**config.mk**
```make
export PLATFORM = sky130hd
export DESIGN_NAME = beat_fetch_sequencer
export DESIGN_NICKNAME = d
export VERILOG_FILES = /design/src/rtl/beat_fetch_sequencer.sv
export SDC_FILE = /design/constraint.sdc
export NUM_CORES = 1
export LEC_CHECK = 0
export CAP_MARGIN = 20
export CORE_MARGIN = 5
export CORE_UTILIZATION = 50
export CTS_BUF_LIST = sky130_fd_sc_hd__clkbuf_4 sky130_fd_sc_hd__clkbuf_8 sky130_fd_sc_hd__clkbuf_16
export DETAILED_ROUTE_END_ITERATION = 8
export GPL_TIMING_DRIVEN = 0
export PLACE_DENSITY = 0.76
export SLEW_MARGIN = 30
export SYNTH_ARGS = -nofsm -noshare
export SYNTH_HDL_FRONTEND = slang
export SYNTH_SLANG_ARGS = --single-unit
```
**constraint.sdc**
```tcl
create_clock -name clk -period 3.25 [get_ports clk]
set_input_delay 0.65 -clock clk [delete_from_list [all_inputs] [get_ports clk]]
set_output_delay 0.65 -clock clk [all_outputs]
set_load 0.01 [all_outputs]
```
**src/rtl/beat_fetch_sequencer.sv**
```systemverilog
// Tempo-driven instruction fetch controller: generates the beat tick, reads one SRAM word per
// beat at the program counter and hands it to the decoder over a valid/ready handshake.
module beat_fetch_sequencer #(
  parameter int unsigned ADDR_W      = 18,
  parameter int unsigned DATA_W      = 16,
  parameter int unsigned CPB_W       = 32,
  parameter int unsigned DEFAULT_CPB = 31_250_000,
  parameter int unsigned READ_WAIT   = 2
) (
  input  logic              clk,
  input  logic              rst_n,
  input  logic              run_i,
  input  logic              cpb_load_i,
  input  logic [CPB_W-1:0]  cpb_val_i,
  input  logic              jump_i,
  input  logic [ADDR_W-1:0] jump_addr_i,
  output logic [ADDR_W-1:0] sram_addr_o,
  output logic              sram_ce_n_o,
  output logic              sram_oe_n_o,
  output logic              sram_we_n_o,
  input  logic [DATA_W-1:0] sram_dq_i,
  output logic              ins_valid_o,
  input  logic              ins_ready_i,
  output logic [DATA_W-1:0] ins_data_o,
  output logic [ADDR_W-1:0] ins_addr_o,
  output logic              beat_o,
  output logic              overrun_o
);

  localparam int unsigned WAIT_W = (READ_WAIT > 1) ? $clog2(READ_WAIT) : 1;

  localparam logic [2:0] S_IDLE      = 3'd0;
  localparam logic [2:0] S_WAIT_BEAT = 3'd1;
  localparam logic [2:0] S_ADDR      = 3'd2;
  localparam logic [2:0] S_READ      = 3'd3;
  localparam logic [2:0] S_HOLD      = 3'd4;

  logic [2:0]        state_q,   state_d;
  logic [ADDR_W-1:0] pc_q,      pc_d;
  logic [CPB_W-1:0]  cpb_q,     cpb_d;
  logic [CPB_W-1:0]  cnt_q,     cnt_d;
  logic [WAIT_W-1:0] wait_q,    wait_d;
  logic [ADDR_W-1:0] saddr_q,   saddr_d;
  logic              ce_n_q,    ce_n_d;
  logic              oe_n_q,    oe_n_d;
  logic              valid_q,   valid_d;
  logic [DATA_W-1:0] data_q,    data_d;
  logic [ADDR_W-1:0] iaddr_q,   iaddr_d;
  logic              beat_q,    beat_d;
  logic              overrun_q, overrun_d;
  logic              busy;

  // Beat timer: a reload restarts the period and suppresses the pending beat
  always_comb begin
    cpb_d  = cpb_q;
    cnt_d  = cnt_q;
    beat_d = 1'b0;
    if (cpb_load_i) begin
      cpb_d = (cpb_val_i == '0) ? CPB_W'(1) : cpb_val_i;
      cnt_d = '0;
    end else if (!run_i) begin
      cnt_d = '0;
    end else if (cnt_q == cpb_q - CPB_W'(1)) begin
      cnt_d  = '0;
      beat_d = 1'b1;
    end else begin
      cnt_d = cnt_q + CPB_W'(1);
    end
  end

  assign busy = (state_q == S_ADDR) || (state_q == S_READ) || (state_q == S_HOLD);

  // Fetch FSM next-state and datapath
  always_comb begin
    state_d   = state_q;
    pc_d      = pc_q;
    wait_d    = wait_q;
    saddr_d   = saddr_q;
    ce_n_d    = ce_n_q;
    oe_n_d    = oe_n_q;
    valid_d   = valid_q;
    data_d    = data_q;
    iaddr_d   = iaddr_q;
    overrun_d = beat_q && busy;

    if (!run_i) begin
      state_d = S_IDLE;
      valid_d = 1'b0;
      ce_n_d  = 1'b1;
      oe_n_d  = 1'b1;
    end else begin
      case (state_q)
        S_IDLE: state_d = S_ADDR;
        S_WAIT_BEAT: begin
          if (beat_q) state_d = S_ADDR;
        end
        S_ADDR: begin
          saddr_d = pc_q;
          ce_n_d  = 1'b0;
          oe_n_d  = 1'b0;
          wait_d  = WAIT_W'(READ_WAIT - 1);
          state_d = S_READ;
        end
        S_READ: begin
          if (wait_q == '0) begin
            data_d  = sram_dq_i;
            iaddr_d = saddr_q;
            valid_d = 1'b1;
            ce_n_d  = 1'b1;
            oe_n_d  = 1'b1;
            pc_d    = pc_q + ADDR_W'(1);
            state_d = S_HOLD;
          end else begin
            wait_d = wait_q - WAIT_W'(1);
          end
        end
        S_HOLD: begin
          if (valid_q && ins_ready_i) begin
            valid_d = 1'b0;
            state_d = S_WAIT_BEAT;
          end
        end
        default: state_d = S_IDLE;
      endcase
    end

    // A jump overrides the post-read increment
    if (jump_i) pc_d = jump_addr_i;
  end

  always_ff @(posedge clk or negedge rst_n) begin
    if (!rst_n) begin
      state_q   <= S_IDLE;
      pc_q      <= '0;
      cpb_q     <= CPB_W'(DEFAULT_CPB);
      cnt_q     <= '0;
      wait_q    <= '0;
      saddr_q   <= '0;
      ce_n_q    <= 1'b1;
      oe_n_q    <= 1'b1;
      valid_q   <= 1'b0;
      data_q    <= '0;
      iaddr_q   <= '0;
      beat_q    <= 1'b0;
      overrun_q <= 1'b0;
    end else begin
      state_q   <= state_d;
      pc_q      <= pc_d;
      cpb_q     <= cpb_d;
      cnt_q     <= cnt_d;
      wait_q    <= wait_d;
      saddr_q   <= saddr_d;
      ce_n_q    <= ce_n_d;
      oe_n_q    <= oe_n_d;
      valid_q   <= valid_d;
      data_q    <= data_d;
      iaddr_q   <= iaddr_d;
      beat_q    <= beat_d;
      overrun_q <= overrun_d;
    end
  end

  assign sram_addr_o = saddr_q;
  assign sram_ce_n_o = ce_n_q;
  assign sram_oe_n_o = oe_n_q;
  assign sram_we_n_o = 1'b1;
  assign ins_valid_o = valid_q;
  assign ins_data_o  = data_q;
  assign ins_addr_o  = iaddr_q;
  assign beat_o      = beat_q;
  assign overrun_o   = overrun_q;

endmodule

```
==> impl_metrics.toml <==
[critical_path]
r2r_setup_slack_ps = 140
crit_type = "reg2reg"
crit_end = "cnt_q[12]"
worstPathArrival_ps = 3390
startpoint = "cpb_q[0]"
crit_fanout = 10
crit_path_start_kind = "flip-flop"
r2r-start = "cpb_q[0]"
reg2reg_depth = 10
rr_endpoint = "cnt_q[12]"
required_ps = 3530
crit_path_end_kind = "flip-flop"

[final_layout]
final_util_pct = 66.3
multi_input_area_sq_mm = 0.00374
area_growth_pct = 29.4
fill_cells = 1084
final-seq-area_sq_mm = 0.00357
finalNetCount = 904
n_antenna_cell = 0
final_layout_size_suffix_gt1_share_pct = 23.2

[yosys]
ys_warn_count = 0
synth.distinct_cells = 63
synth_cells = 677
synth_fp_nets = 752
synth_most_common_cell = "dfrtp_1"
synth_enable_flop_cells = 0
synth.top_cell.area_share_pct = 42.7
synth_area_leaders = "dfrtp_1, mux2_2, xor2_1"
netlist_top_cells_count = "dfrtp_1, mux2_2, nand2_1, xor2_1, xnor2_1"
ys_ff_latch = 142
yosysTopAreaCell = "dfrtp_1"
synth_area_sq_mm = 0.00750
synthFlopType = "dfrtp_1"
syn_avg_cell_area_sq_um = 11.1
ys_seq_area_share_pct = 47.6
async_flop_share_pct = 100

[timing]
tightest_slew_ps = 687
setup_viol = 0
period_minus_slack_ps = 3110
hold_viol = 0
fmax_mhz = 321
maxSlewHeadroom_pct = 54.2
finalCritPeriodShare_pct = 95.8
skew_ps = 8.64
drv_slew = 0
setup_slack_ps = 136
setup_tns_ps = 0
hold-worst-slack_ps = 215

[status]
status = "completed"

[floorplan]
die_w_um = 132
initial_core_util_pct = 51.2
core_area_sq_mm = 0.0146
rows = 44
dieArea_sq_mm = 0.0176
die_h_um = 132
ios = 130

[route]
dr.pass1.iters = 5
drt-total-wl_um = 19300
drtIter0Drc = 265
vias = 5842
wl_per_cell_um = 18.8
route.detailed.drc = 0
viasPerCell = 5.69
route.antenna.remaining_nets = 0

[clocking]
ctsRootBufferMaster = "clkbuf_16"
cts_buffers = 17
clk_pin_slew_ps = 60
clock_latency_ps = 420
clk_path_buf_depth = 2
cts_tree = "done"
h-tree-depth = 4
cts.sinks = 142
ctsHoldBuffers = 0

[placed_design]
io_buffers = 126
routabilityCongestion = 0.923
hpwl_um = 14600
pre_cts_ws_ps = -83.7

[grt]
antenna_found_initial = 0
grt_max_degree = 80
first_global_vias = 6041
grt_pass1_wl_um = 31600
grt_use_total_pct = 22.3
overflow = 0

[worst_hold_path]
hp-class = "in2async"

[power_and_ir_drop]
leakagePower_nw = 3.79
ir_worst_vdd_mv = 0.386
powerDensity_mw_per_mm2 = 642
finalPower_w = 0.00623

[flow_run]
cap_violations = 0
[cells by family after synthesis]
family	share of synthesized area (%)
xor+xnor	10.4
buf+inv	2.75
other cells	0.0500
simple gates	20.4
compound gates	5.92
flops	47.6
fa+ha+maj	0.500
mux	12.4
[repair_timing]
item / CTS / global route
setup buffers: 2 / 4
endpoints found under the setup margin: 30 / 32
pin swaps: 1 / 1
gates resized for setup: 0 / 5
[flip-flops by register name (all words and copies together) (netlist names)]
register     flops
beat_o           1
cnt_q           32
cpb_q           32
ins_addr_o      18
ins_data_o      16
ins_valid_o      1
overrun_o        1
pc_q            18
sram_addr_o     18
sram_oe_n_o      1
state_q          3
wait_q           1
[per-layer routing]
metal	part of all wire (%)	vias up	track usage (%)
met3	5.0	26	5.58
met4	1.5	0	6.81
li1	-	2737	-
met2	51	177	37.9
met5	0	-	0
met1	42	2902	28.1
[final cells by class]
| class | count | area share (%) |
|---|---|---|
| Timing Repair Buffer | 133 | 13.8 |
| Clock inverter | 11 | 1.60 |
| Inverter | 13 | 0.503 |
| Buffer | 30 | 1.62 |
| Clock buffer | 21 | 4.76 |
| Multi-Input combinational cell | 492 | 38.6 |
| Tap cell | 184 | 2.37 |
| Sequential cell | 142 | 36.8 |
[critical path: stages, from the launching register on]
cell,delay (ps)
dfrtp_1,440
nor4_2,530
nand3_2,150
buf_6,180
or4_4,480
o31ai_2,350
nand2_1,150
nor4_4,250
buf_4,190
buf_6,170
nor3_2,70
[how the worst min path moves through the flow]
stage	depth (start not counted)	from	endpoint
floorplan	0	rst_n	beat_o
global placement	1	ins_addr_o[6]	ins_addr_o[6]
detailed placement	1	state_q[2]	state_q[1]
CTS	1	rst_n	ins_valid_o
global route	1	rst_n	ins_valid_o
finish	1	rst_n	ins_valid_o
[through the flow]
stage                     cell area [sq um]  instances
after floorplan                        7500        677
after global placement                 8990        987
after CTS                              9660       1022
after detailed placement               9030        988
final                                  9710       1026
after global routing                   9710       1026
[placed cells by master, fill, tap and decap left out, types with 5 or more instances in the layout]
master	Yosys	routed
nor3_1	16	15
inv_1	13	13
buf_1	6	6
dfstp_2	14	14
nand4_1	21	21
nor2_1	35	34
and3_1	9	9
nor3_2	33	34
clkbuf_16	0	17
buf_6	5	5
nand2_1	48	48
buf_4	2	8
nor2b_1	7	7
dfrtp_1	128	128
clkdlybuf4s50_1	0	125
mux2_2	80	80
o21ai_0	31	29
xor2_1	45	45
xnor2_1	44	44
nor4_1	21	21
clkbuf_1	17	17
nand3_1	26	26
[where the power goes]
part	internal [W]	total (W)	switching (W)
clock network	0.00126	0.00202	0.000757
registers	0.00218	0.00248	0.000300
logic	0.00104	0.00173	0.000688
total	0.00448	0.00623	0.00174
(Power assumes the default switching activity.)
